==> config.mk <==
export PLATFORM = sky130hd
export DESIGN_NAME = tacc
export DESIGN_NICKNAME = d
export VERILOG_FILES = /design/src/rtl/tfloat_pkg.sv /design/src/rtl/tfp_norm_round.sv /design/src/rtl/tacc.sv
export SDC_FILE = /design/constraint.sdc
export NUM_CORES = 1
export LEC_CHECK = 0
export CORE_MARGIN = 2
export CORE_UTILIZATION = 50
export DETAILED_ROUTE_END_ITERATION = 7
export DONT_BUFFER_PORTS = 1
export PLACE_DENSITY = 0.73
export SYNTH_ARGS = -nofsm -noshare
export SYNTH_HDL_FRONTEND = slang
export SYNTH_SLANG_ARGS = --single-unit
==> constraint.sdc <==
create_clock -name aclk -period 15.1 [get_ports aclk]
set_input_delay 0.755 -clock aclk [delete_from_list [all_inputs] [get_ports aclk]]
set_output_delay 0.755 -clock aclk [all_outputs]
set_load 0.01 [all_outputs]
==> src/rtl/tfloat_pkg.sv <==
// Shared definitions for the tfloat datapath blocks (tmult, tacc).
// Holds the accumulator FSM state enum, flag bit indices, width helpers
// parameterised by exponent/fraction width, and the special-value encodings.
package tfloat_pkg;

  typedef enum logic [2:0] {
    S_IDLE,
    S_ALIGN,
    S_ADD,
    S_NORM,
    S_OUT
  } state_e;

  localparam int unsigned FLAG_INVALID   = 0;
  localparam int unsigned FLAG_OVERFLOW  = 1;
  localparam int unsigned FLAG_UNDERFLOW = 2;

  // Exponent bias for an exp_w-bit exponent field.
  function automatic int unsigned f_bias(input int unsigned exp_w);
    return (32'd1 << (exp_w - 1)) - 32'd1;
  endfunction

  // Mantissa datapath: carry + hidden + fraction + guard/round/sticky.
  function automatic int unsigned f_man_w(input int unsigned fra_w);
    return fra_w + 5;
  endfunction

  // Alignment shift beyond this leaves only sticky information.
  function automatic int unsigned f_sat_shift(input int unsigned fra_w);
    return fra_w + 4;
  endfunction

  // Canonical quiet NaN: sign 0, exponent all ones, fraction MSB set.
  function automatic logic [31:0] f_qnan(input int unsigned exp_w, input int unsigned fra_w);
    return (((32'd1 << exp_w) - 32'd1) << fra_w) | (32'd1 << (fra_w - 1));
  endfunction

  // Positive infinity magnitude (sign bit excluded).
  function automatic logic [31:0] f_inf(input int unsigned exp_w, input int unsigned fra_w);
    return ((32'd1 << exp_w) - 32'd1) << fra_w;
  endfunction

  localparam logic [15:0] QNAN_H = 16'h7E00;
  localparam logic [15:0] INF_H  = 16'h7C00;

endpackage

==> src/rtl/tfp_norm_round.sv <==
// Combinational normalise and round-to-nearest-even stage.
// Ports:
//   i_sign  - result sign
//   i_exp   - biased exponent of the hidden-bit position of i_man
//   i_man   - mantissa {carry, hidden, fraction, guard, round, sticky}
//   o_res   - packed half-precision style result (flushed/saturated)
//   o_ovf   - rounded exponent reached all ones; o_res is signed infinity
//   o_unf   - nonzero result below minimum normal; o_res is signed zero
module tfp_norm_round
  import tfloat_pkg::*;
#(
  parameter int unsigned EXP = 5,
  parameter int unsigned FRA = 10
) (
  input  logic               i_sign,
  input  logic [EXP-1:0]     i_exp,
  input  logic [FRA+4:0]     i_man,
  output logic [EXP+FRA:0]   o_res,
  output logic               o_ovf,
  output logic               o_unf
);

  localparam int unsigned MW   = f_man_w(FRA);
  localparam int unsigned LW   = $clog2(MW);
  localparam int unsigned EW   = EXP + 2;
  localparam int unsigned EMAX = (32'd1 << EXP) - 32'd1;
  localparam logic [EXP+FRA-1:0] INF_MAG = (EXP + FRA)'(f_inf(EXP, FRA));

  logic [LW-1:0]  w_lzc;
  logic [MW-1:0]  w_shift;
  logic [EW-1:0]  w_exp_n;
  logic [EW-1:0]  w_exp_r;
  logic           w_up;
  logic [FRA+1:0] w_rnd;
  logic           w_carry;
  logic [FRA-1:0] w_frac;

  // Highest set bit wins because later iterations overwrite earlier ones.
  always_comb begin
    w_lzc = '0;
    for (int i = 0; i < int'(MW); i++) begin
      if (i_man[i]) w_lzc = LW'(int'(MW) - 1 - i);
    end
  end

  always_comb begin
    w_shift = i_man << w_lzc;
    // Leading one moves to the carry position, so the exponent gains one and
    // loses one per leading zero.
    w_exp_n = {2'b00, i_exp} + EW'(1) - EW'(w_lzc);
    w_up    = w_shift[3] & ((|w_shift[2:0]) | w_shift[4]);
    w_rnd   = {1'b0, w_shift[MW-1:4]} + (FRA + 2)'(w_up);
    w_carry = w_rnd[FRA+1];
    w_frac  = w_carry ? w_rnd[FRA:1] : w_rnd[FRA-1:0];
    w_exp_r = w_exp_n + EW'(w_carry);
  end

  always_comb begin
    o_res = {i_sign, w_exp_r[EXP-1:0], w_frac};
    o_ovf = 1'b0;
    o_unf = 1'b0;
    if (i_man == '0) begin
      o_res = {i_sign, {(EXP + FRA){1'b0}}};
    end else if ($signed(w_exp_r) >= $signed(EW'(EMAX))) begin
      o_res = {i_sign, INF_MAG};
      o_ovf = 1'b1;
    end else if ($signed(w_exp_r) <= $signed(EW'(0))) begin
      o_res = {i_sign, {(EXP + FRA){1'b0}}};
      o_unf = 1'b1;
    end
  end

endmodule

==> src/rtl/tacc.sv <==
// Streaming floating-point packet accumulator (reduction half of a dot product).
// Sums each tlast-delimited packet with one iterative align/add/normalise datapath
// (4 cycles per operand) and emits the sum plus sticky exception flags.
// Ports:
//   aclk, areset                 - clock, synchronous active-high reset
//   s_axis_tdata/tvalid/tready   - operand stream, s_axis_tlast ends a packet
//   m_axis_result_tdata/tvalid/tready - per-packet sum
//   flag                         - {underflow, overflow, invalid}, valid with result
module tacc
  import tfloat_pkg::*;
#(
  parameter int unsigned EXP = 5,
  parameter int unsigned FRA = 10
) (
  input  logic               aclk,
  input  logic               areset,
  input  logic [EXP+FRA:0]   s_axis_tdata,
  input  logic               s_axis_tvalid,
  output logic               s_axis_tready,
  input  logic               s_axis_tlast,
  output logic [EXP+FRA:0]   m_axis_result_tdata,
  output logic               m_axis_result_tvalid,
  input  logic               m_axis_result_tready,
  output logic [2:0]         flag
);

  localparam int unsigned W   = EXP + FRA + 1;
  localparam int unsigned MW  = f_man_w(FRA);
  localparam int unsigned SAT = f_sat_shift(FRA);
  localparam logic [W-1:0] QNAN = W'(f_qnan(EXP, FRA));

  state_e         r_state;
  logic [W-1:0]   r_op;
  logic           r_last;
  logic [W-1:0]   r_acc;
  logic [2:0]     r_flag;
  logic           r_tvalid;
  logic           r_sign_a;
  logic           r_sign_b;
  logic [EXP-1:0] r_exp;
  logic [MW-1:0]  r_man_a;
  logic [MW-1:0]  r_man_b;
  logic           r_spec;
  logic           r_spec_inv;
  logic [W-1:0]   r_spec_val;
  logic [MW-1:0]  r_sum;
  logic           r_rsign;

  // Operand classification
  logic           w_a_nan, w_a_inf, w_a_zero, w_b_nan, w_b_inf, w_b_zero;
  logic [W-2:0]   w_a_mag, w_b_mag, w_big_mag, w_small_mag;
  logic           w_big_sign, w_small_sign;
  logic [MW-1:0]  w_big_man, w_small_man, w_small_sh, w_mask;
  logic [31:0]    w_diff, w_sh;
  logic           w_inv, w_spec;
  logic [W-1:0]   w_spec_val;
  logic [MW-1:0]  w_sum;
  logic           w_rsign;
  logic [W-1:0]   w_nr_res;
  logic           w_nr_ovf, w_nr_unf;

  always_comb begin
    w_a_nan  = (&r_acc[W-2:FRA]) & (|r_acc[FRA-1:0]);
    w_a_inf  = (&r_acc[W-2:FRA]) & ~(|r_acc[FRA-1:0]);
    w_a_zero = (r_acc[W-2:FRA] == '0);
    w_b_nan  = (&r_op[W-2:FRA]) & (|r_op[FRA-1:0]);
    w_b_inf  = (&r_op[W-2:FRA]) & ~(|r_op[FRA-1:0]);
    w_b_zero = (r_op[W-2:FRA] == '0);
    // Subnormals are flushed to signed zero before any comparison.
    w_a_mag  = w_a_zero ? '0 : r_acc[W-2:0];
    w_b_mag  = w_b_zero ? '0 : r_op[W-2:0];

    if (w_a_mag >= w_b_mag) begin
      w_big_mag    = w_a_mag;
      w_big_sign   = r_acc[W-1];
      w_small_mag  = w_b_mag;
      w_small_sign = r_op[W-1];
    end else begin
      w_big_mag    = w_b_mag;
      w_big_sign   = r_op[W-1];
      w_small_mag  = w_a_mag;
      w_small_sign = r_acc[W-1];
    end

    w_big_man   = {1'b0, |w_big_mag[W-2:FRA], w_big_mag[FRA-1:0], 3'b000};
    w_small_man = {1'b0, |w_small_mag[W-2:FRA], w_small_mag[FRA-1:0], 3'b000};
    w_diff      = 32'(w_big_mag[W-2:FRA]) - 32'(w_small_mag[W-2:FRA]);
    w_sh        = (w_diff > SAT) ? SAT : w_diff;
    w_mask      = (MW'(1) << w_sh) - MW'(1);
    w_small_sh  = (w_small_man >> w_sh) | MW'(|(w_small_man & w_mask));

    w_inv      = w_a_nan | w_b_nan | (w_a_inf & w_b_inf & (r_acc[W-1] ^ r_op[W-1]));
    w_spec     = w_inv | w_a_inf | w_b_inf;
    w_spec_val = w_inv ? QNAN : (w_a_inf ? r_acc : r_op);
  end

  // The larger magnitude is always first, so subtraction never goes negative.
  always_comb begin
    w_sum   = (r_sign_a == r_sign_b) ? (r_man_a + r_man_b) : (r_man_a - r_man_b);
    w_rsign = ((w_sum == '0) && (r_sign_a != r_sign_b)) ? 1'b0 : r_sign_a;
  end

  tfp_norm_round #(
    .EXP (EXP),
    .FRA (FRA)
  ) u_norm_round (
    .i_sign (r_rsign),
    .i_exp  (r_exp),
    .i_man  (r_sum),
    .o_res  (w_nr_res),
    .o_ovf  (w_nr_ovf),
    .o_unf  (w_nr_unf)
  );

  always_ff @(posedge aclk) begin
    if (areset) begin
      r_state    <= S_IDLE;
      r_op       <= '0;
      r_last     <= 1'b0;
      r_acc      <= '0;
      r_flag     <= '0;
      r_tvalid   <= 1'b0;
      r_sign_a   <= 1'b0;
      r_sign_b   <= 1'b0;
      r_exp      <= '0;
      r_man_a    <= '0;
      r_man_b    <= '0;
      r_spec     <= 1'b0;
      r_spec_inv <= 1'b0;
      r_spec_val <= '0;
      r_sum      <= '0;
      r_rsign    <= 1'b0;
    end else begin
      unique case (r_state)
        S_IDLE: begin
          if (s_axis_tvalid) begin
            r_op    <= s_axis_tdata;
            r_last  <= s_axis_tlast;
            r_state <= S_ALIGN;
          end
        end
        S_ALIGN: begin
          r_sign_a   <= w_big_sign;
          r_sign_b   <= w_small_sign;
          r_exp      <= w_big_mag[W-2:FRA];
          r_man_a    <= w_big_man;
          r_man_b    <= w_small_sh;
          r_spec     <= w_spec;
          r_spec_inv <= w_inv;
          r_spec_val <= w_spec_val;
          r_state    <= S_ADD;
        end
        S_ADD: begin
          r_sum   <= w_sum;
          r_rsign <= w_rsign;
          r_state <= S_NORM;
        end
        S_NORM: begin
          if (r_spec) begin
            r_acc               <= r_spec_val;
            r_flag[FLAG_INVALID] <= r_flag[FLAG_INVALID] | r_spec_inv;
          end else begin
            r_acc                  <= w_nr_res;
            r_flag[FLAG_OVERFLOW]  <= r_flag[FLAG_OVERFLOW] | w_nr_ovf;
            r_flag[FLAG_UNDERFLOW] <= r_flag[FLAG_UNDERFLOW] | w_nr_unf;
          end
          if (r_last) begin
            r_tvalid <= 1'b1;
            r_state  <= S_OUT;
          end else begin
            r_state <= S_IDLE;
          end
        end
        S_OUT: begin
          if (m_axis_result_tready) begin
            r_acc    <= '0;
            r_flag   <= '0;
            r_tvalid <= 1'b0;
            r_state  <= S_IDLE;
          end
        end
        default: r_state <= S_IDLE;
      endcase
    end
  end

  // Gated by areset so tready is low during reset yet high in the first idle cycle.
  assign s_axis_tready        = (r_state == S_IDLE) && !areset;
  assign m_axis_result_tvalid = r_tvalid;
  assign m_axis_result_tdata  = r_acc;
  assign flag                 = r_flag;

endmodule

After elaboration in Yosys (flattened, before gate mapping)

Index checks and enable logic that the tools add are counted.

Add/sub/neg operators: 8
Multiply operators: 0
Divide/modulo/power cells: 0
Magnitude comparators: 4
Equality and inequality tests: 11
Shift operators: 3
Muxes and demuxes: 48
Bitwise logic cells: 20
Reduce and logical (&&, ||, !) cells: 23

Operators with widths:

| kind                                                                             | count |
|---|---|
| 15-bit 2-to-1 mux                                                                | 8 |
| 16-bit 2-to-1 mux                                                                | 4 |
| 4-bit 2-to-1 mux                                                                 | 15 |
| 32-bit by 4-bit greater-than comparator with 1-bit output, second input constant | 1 |
| 32-bit 2-to-1 mux                                                                | 1 |
| 16-bit one-hot mux with 2 select lines                                           | 1 |
| 1-bit by 32-bit << shifter with 15-bit output, first input constant              | 1 |
| 14-bit by 32-bit right shift with 15-bit output                                  | 1 |
| 15-bit zero test                                                                 | 2 |
| 10-bit OR reduction                                                              | 2 |
| 14-bit by 15-bit adder with 15-bit output                                        | 1 |
| 14-bit by 15-bit AND with 15-bit output                                          | 1 |
| 15-bit greater-or-equal comparator                                               | 1 |
| 15-bit by 1-bit OR with 15-bit output                                            | 1 |
| 3-bit one-hot mux with 5 select lines                                            | 1 |
| 15-bit OR reduction                                                              | 1 |
| 15-bit by 4-bit << shifter with 15-bit output                                    | 1 |
| 14-bit by 15-bit subtractor with 15-bit output                                   | 1 |
| 15-bit by 2-bit subtractor with 15-bit output, second input constant             | 1 |
| 11-bit by 1-bit adder with 12-bit output                                         | 1 |
| 1-bit 2-to-1 mux                                                                 | 11 |
| 5-bit zero test                                                                  | 2 |
| 10-bit 2-to-1 mux                                                                | 1 |
| 2-bit != test, second input constant                                             | 5 |
| 28 further kinds                                                                 | 52 |

Register bits: 107
Latch bits: 0
Bits in writable memories: 0
Bits in read-only memories: 0
Input port bits: 21
Word-level logic and storage cells: 134
Memories: 0

Longest topological paths before layout

Word-level depth: 28
Gate-level depth with buffers: 29

Hierarchy

From an unflattened synthesis, not the netlist that was laid out.

Cells, all modules: 1,180
Area, all modules: 8,662.1 um^2

By module, submodules not included:

| module         | instances | cells each | area each (um^2) | seq. area each (um^2) |
|---|---|---|---|---|
| tacc           | 1         | 915        | 6,884.1          | 2,122.0 |
| tfp_norm_round | 1         | 265        | 1,778.0          | 0.0 |

Worst setup path after synthesis

No wires, ideal clock.

Path kind: flip-flop to flip-flop
Start point: reg r_acc[11], in the netlist m_axis_result_tdata[11]
End point: reg r_man_b[2]
Library setup time: 0.136 ns
Arrival time: 5.652 ns
Path slack: 9.312 ns
Stages on the path, launching flop included: 28
Clock period less this slack: 5.788 ns
Path through: dfxtp_1 clkbuf_1 nor3_1 nand2_1 clkbuf_1 and2_1 ha_1 nand4_1 o41ai_2 or2_1 buf_4 a21o_2 buf_6 clkbuf_1 clkbuf_1 a22oi_1 ha_1 o21ai_0 nand2_1 nor3b_1 nor4_1 o32a_1 o211a_4 nor2_2 mux2_1 mux2_1 a21boi_1 a2111oi_2

Word-level cells in the longest chain between the ends: 9
Elaborated cells between the ends (all ways): 11
Classes of those cells: 1 x add/sub; 2 x order compare; 1 x shift; 4 x mux; 1 x bitwise; 2 x reduce/logical

Ends and longest elaborated chain:

| what                                                      | line        | text |
|---|---|---|
| from (decl)                                               | tacc.sv:35  | `logic [W-1:0] r_acc;` |
| from (signal assigned)                                    | tacc.sv:160 | `r_acc <= r_spec_val;` |
| from (signal assigned)                                    | tacc.sv:163 | `r_acc <= w_nr_res;` |
| 5-bit zero test                                           | tacc.sv:65  | `w_a_zero = (r_acc[W-2:FRA] == '0);` |
| 15-bit 2-to-1 mux *                                       | tacc.sv:70  | `w_a_mag = w_a_zero ? '0 : r_acc[W-2:0];` |
| 15-bit greater-or-equal comparator                        | tacc.sv:73  | `if (w_a_mag >= w_b_mag) begin` |
| 15-bit 2-to-1 mux                                         | tacc.sv:73  |  |
| 5-bit by 5-bit subtractor with 6-bit output               | tacc.sv:87  | `w_diff = 32'(w_big_mag[W-2:FRA]) - 32'(w_small_mag[W-2:FRA]);` |
| 32-bit by 4-bit greater-than comparator with 1-bit output | tacc.sv:88  | `w_sh = (w_diff > SAT) ? SAT : w_diff;` |
| 32-bit 2-to-1 mux                                         | tacc.sv:88  |  |
| 14-bit by 32-bit right shift with 15-bit output *         | tacc.sv:90  | `w_small_sh = (w_small_man >> w_sh) \| MW'(\|(w_small_man & w_mask));` |
| 15-bit by 1-bit OR with 15-bit output *                   | tacc.sv:90  |  |
| to (signal assigned)                                      | tacc.sv:147 | `r_man_b <= w_small_sh;` |
| to (decl)                                                 | tacc.sv:42  | `logic [MW-1:0] r_man_b;` |

Every way passes the cells marked *; elsewhere a longest branch is shown, timed or not.
A chain may end at the register's enable or synchronous reset.

Worst setup path after layout

Start point: reg r_sum[14]
End point: reg r_acc[4], in the netlist m_axis_result_tdata[4]

Word-level cells in the longest chain between the ends: 13
Elaborated cells between the ends (all ways): 17
Classes of those cells: 3 x add/sub; 2 x order compare; 1 x shift; 7 x mux; 2 x bitwise; 2 x reduce/logical

Ends and longest elaborated chain:

| what                                           | line                 | text |
|---|---|---|
| from (decl)                                    | tacc.sv:46           | `logic [MW-1:0] r_sum;` |
| from (signal assigned)                         | tacc.sv:154          | `r_sum <= w_sum;` |
| 4-bit 2-to-1 mux                               | tfp_norm_round.sv:42 | `if (i_man[i]) w_lzc = LW'(int'(MW) - 1 - i);` |
| 15-bit by 4-bit << shifter with 15-bit output  | tfp_norm_round.sv:47 | `w_shift = i_man << w_lzc;` |
| 3-bit OR reduction                             | tfp_norm_round.sv:51 | `w_up = w_shift[3] & ((\|w_shift[2:0]) \| w_shift[4]);` |
| 1-bit OR                                       | tfp_norm_round.sv:51 |  |
| 1-bit AND                                      | tfp_norm_round.sv:51 |  |
| 11-bit by 1-bit adder with 12-bit output       | tfp_norm_round.sv:52 | `w_rnd = {1'b0, w_shift[MW-1:4]} + (FRA + 2)'(w_up);` |
| 7-bit by 1-bit adder with 7-bit output         | tfp_norm_round.sv:55 | `w_exp_r = w_exp_n + EW'(w_carry);` |
| 7-bit by 1-bit <= comparator with 1-bit output | tfp_norm_round.sv:67 | `end else if ($signed(w_exp_r) <= $signed(EW'(0))) begin` |
| 15-bit 2-to-1 mux                              | tfp_norm_round.sv:67 |  |
| 15-bit 2-to-1 mux                              | tfp_norm_round.sv:64 | `end else if ($signed(w_exp_r) >= $signed(EW'(EMAX))) begin` |
| 15-bit 2-to-1 mux *                            | tfp_norm_round.sv:62 | `if (i_man == '0) begin` |
| 16-bit 2-to-1 mux *                            | tacc.sv:159          | `if (r_spec) begin` |
| 16-bit one-hot mux with 2 select lines *       | tacc.sv:134          | `unique case (r_state)` |

Marks and branches as above.

==> flow_summary.yaml <==
placed_design:
  gp_congestion: 0.970
  portBuffers: 0
  pre_cts_ws_ns: 8.56
  postPlaceCellArea_sq_um: 8450
  hpwl_mm: 18.2
setup_path:
  cp-start-kind: "flop"
  setup.worst_path.start: "r_sum[14]$_SDFFE_PP0N_"
  cp-end-kind: "flop"
  timing_worst_setup_path_type: "reg -> reg"
  r2r_setup_slack_ns: 8.36
  cp_max_fo: 19
  r2r_start: "r_sum[14]$_SDFFE_PP0N_"
  worstPathArrival_ns: 7.03
  worstPathRequired_ns: 15.40
clocking:
  postCtsSetupRepairBufs: 0
  cts_buffer_depth: 2
  clk_pin_slew_ns: 0.08
  numCtsBuffers: 9
  cts_tree: "done"
  clock_sinks: 106
  holdBufCountCts: 0
  insertion_delay_ns: 0.36
  ctsResizeCount: 0
  root_buffer: "clkbuf_16"
  h-tree-depth: 3
drt:
  wire_per_inst_microns: 18.4
  drt_wl_total_mm: 24.0
  drcViolationCount: 0
  ant_nets: 0
  firstDrtPassIters: 8
  num_vias: 8136
  drt_iter0_markers: 867
  avgViaCountPerCell: 6.25
grt:
  antenna_found_initial: 0
  grt-ovfl-total: 0
  grt_use_total_pct: 26.9
  grt_start_max_net_pins: 105
  grt_pass1_vias: 7356
  grt_first_pass_wirelength_mm: 39.0
synth:
  yosysTopAreaCellShare_pct: 25.2
  ys.warnings.count: 0
  postSynthCellCount: 1132
  synth_seq_cells: 106
  synth_top_flop_cell: "dfxtp_1"
  syn_area_per_cell_sq_um: 7.44
  yosysMostFrequentCell: "nor2_1"
  ys_seq_area_share_pct: 25.2
  synth_area_leaders: "dfxtp_1, ha_1, nor2_1"
  netlist_area_sq_um: 8430
  async_reset_ff_share_pct: 0
  synth_commonest_cells: "nor2_1, nand2_1, dfxtp_1"
  synth_edf_count: 0
  yosysUniqueCellTypes: 85
  yosys.area.top_type: "dfxtp_1"
  synth_fp_nets: 1207
sta:
  finalSetupViolations: 0
  setup_slack_ns: 8.36
  min_period_over_period_pct: 44.6
  fin_skew_ns: 0.0118
  hold_violations: 0
  setup_tns_ns: 0
  fmax_ghz: 0.148
  relSlewSlack_pct: 28.1
  tightest_slew_ns: 1.08
  period_needed_ns: 6.74
  drv_slew: 0
  rsz0062_at_grt: "no"
floorplanning:
  row_count: 47
  fp.dieH_microns: 134
  coreArea_sq_um: 16500
  floorplan.initialDensity_pct: 51.0
  die_area_sq_um: 17900
  fp.dieW_microns: 134
  io_pins: 42
power:
  power_density_nw_per_um2: 136
  vdd.ir_drop.worst_mv: 0.125
  p_leak_uw: 0.00325
layout:
  diodes: 0
  seqCellArea_sq_um: 2120
  drive_gt1_share_pct: 5.55
  utilization_pct: 53.0
  final_area_sq_um: 8760
  multi_input_area_sq_um: 5810
  nFillCells: 1605
  final_nets: 1152
  area_delta_synth_final_pct: 3.98
run_status:
  status: "finished, final reports clean"
hold_path:
  hp-start: "areset"
  hold_path_class: "in -> reg"
flow_run:
  drv_cap: 0
final timing paths:
path	endpoint	depth (start not counted)
worst max-delay path	m_axis_result_tdata[4]$_SDFFE_PP0P_	25
worst min-delay path	r_man_b[2]$_SDFFE_PP0P_	1
worst max register to register	m_axis_result_tdata[4]$_SDFFE_PP0P_	25
worst min register to register	r_spec_val[12]$_SDFFE_PP0P_	2
metrics by stage:
step                      std cells  power (uW)  hold slack [ns]
after CTS                      1302        1180            0.465
after global placement         1286         934            0.476
after floorplan                1132         823            0.449
final                          1302        1190            0.479
after global routing           1302        1270            0.467
after detailed placement       1286         936            0.486
cell usage in the layout (no fill, tap or decap), drive strengths merged, types with 10 or more instances in the layout:
| master | count |
|---|---|
| a211oi | 41 |
| a21o | 18 |
| a21oi | 105 |
| a22oi | 27 |
| a311oi | 18 |
| a31oi | 12 |
| and2 | 19 |
| clkbuf | 10 |
| dfxtp | 106 |
| ha | 52 |
| inv | 56 |
| mux2i | 28 |
| nand2 | 117 |
| nand2b | 12 |
| nand3 | 29 |
| nor2 | 158 |
| nor3 | 31 |
| nor4 | 14 |
| o21ai | 45 |
| xnor2 | 25 |
cells by family after synthesis:
logic type | synth area share (%)
xor+xnor | 3.43
simple gates | 22.9
mux | 5.11
compound gates | 29.2
flops | 25.2
buf+inv | 6.00
fa+ha+maj | 8.20
power by group:
group	switching [uW]	internal, uW	leakage [uW]
combinational	395	222	0.00224
clock	110	135	0.000146
sequential	30.5	300	0.000863
layer usage:
metal | GRT usage, % | share of wire (%) | up-vias
met5 | 0 | 0 | -
met3 | 6.05 | 7.6 | 26
met4 | 6.68 | 1.3 | 0
li1 | - | - | 3996
met2 | 43.1 | 45 | 303
met1 | 36.8 | 46 | 3811
worst max-delay path, cell delays in order, from the launching register on:
cell	delay [ns]
dfxtp_1	0.53
nand2b_1	0.20
nand2b_1	0.09
nor3_1	0.35
a211o_1	0.69
mux2i_1	0.32
or3_1	0.43
a211oi_1	0.36
and3_1	0.29
nand4_1	0.24
ha_1	0.36
inv_1	0.04
ha_1	0.20
fa_1	0.40
a21oi_1	0.15
nor2_1	0.06
nor2_1	0.16
o21bai_1	0.08
a21oi_1	0.17
xor2_1	0.22
o31a_1	0.21
nand2_1	0.06
nor3_1	0.53
and2_1	0.30
a222oi_1	0.11
nor2_1	0.12
layout make-up:
| cell class | count | area share, % |
|---|---|---|
| Clock buffer | 10 | 2.73 |
| Multi-Input combinational cell | 900 | 66.3 |
| Sequential cell | 106 | 24.2 |
| Timing Repair Buffer | 6 | 0.514 |
| Clock inverter | 6 | 0.814 |
| Tap cell | 220 | 3.14 |
| Inverter | 54 | 2.31 |
state kept, by name, summed over array words and instances (netlist names), 3 cells and up:
signal and count:
r_op 16, m_axis_result_tdata 16, flag 3, r_state 3, r_exp 5, r_man_a 11
r_sum 15, r_spec_val 16, r_man_b 14
Power figures use the tool's default switching activity.
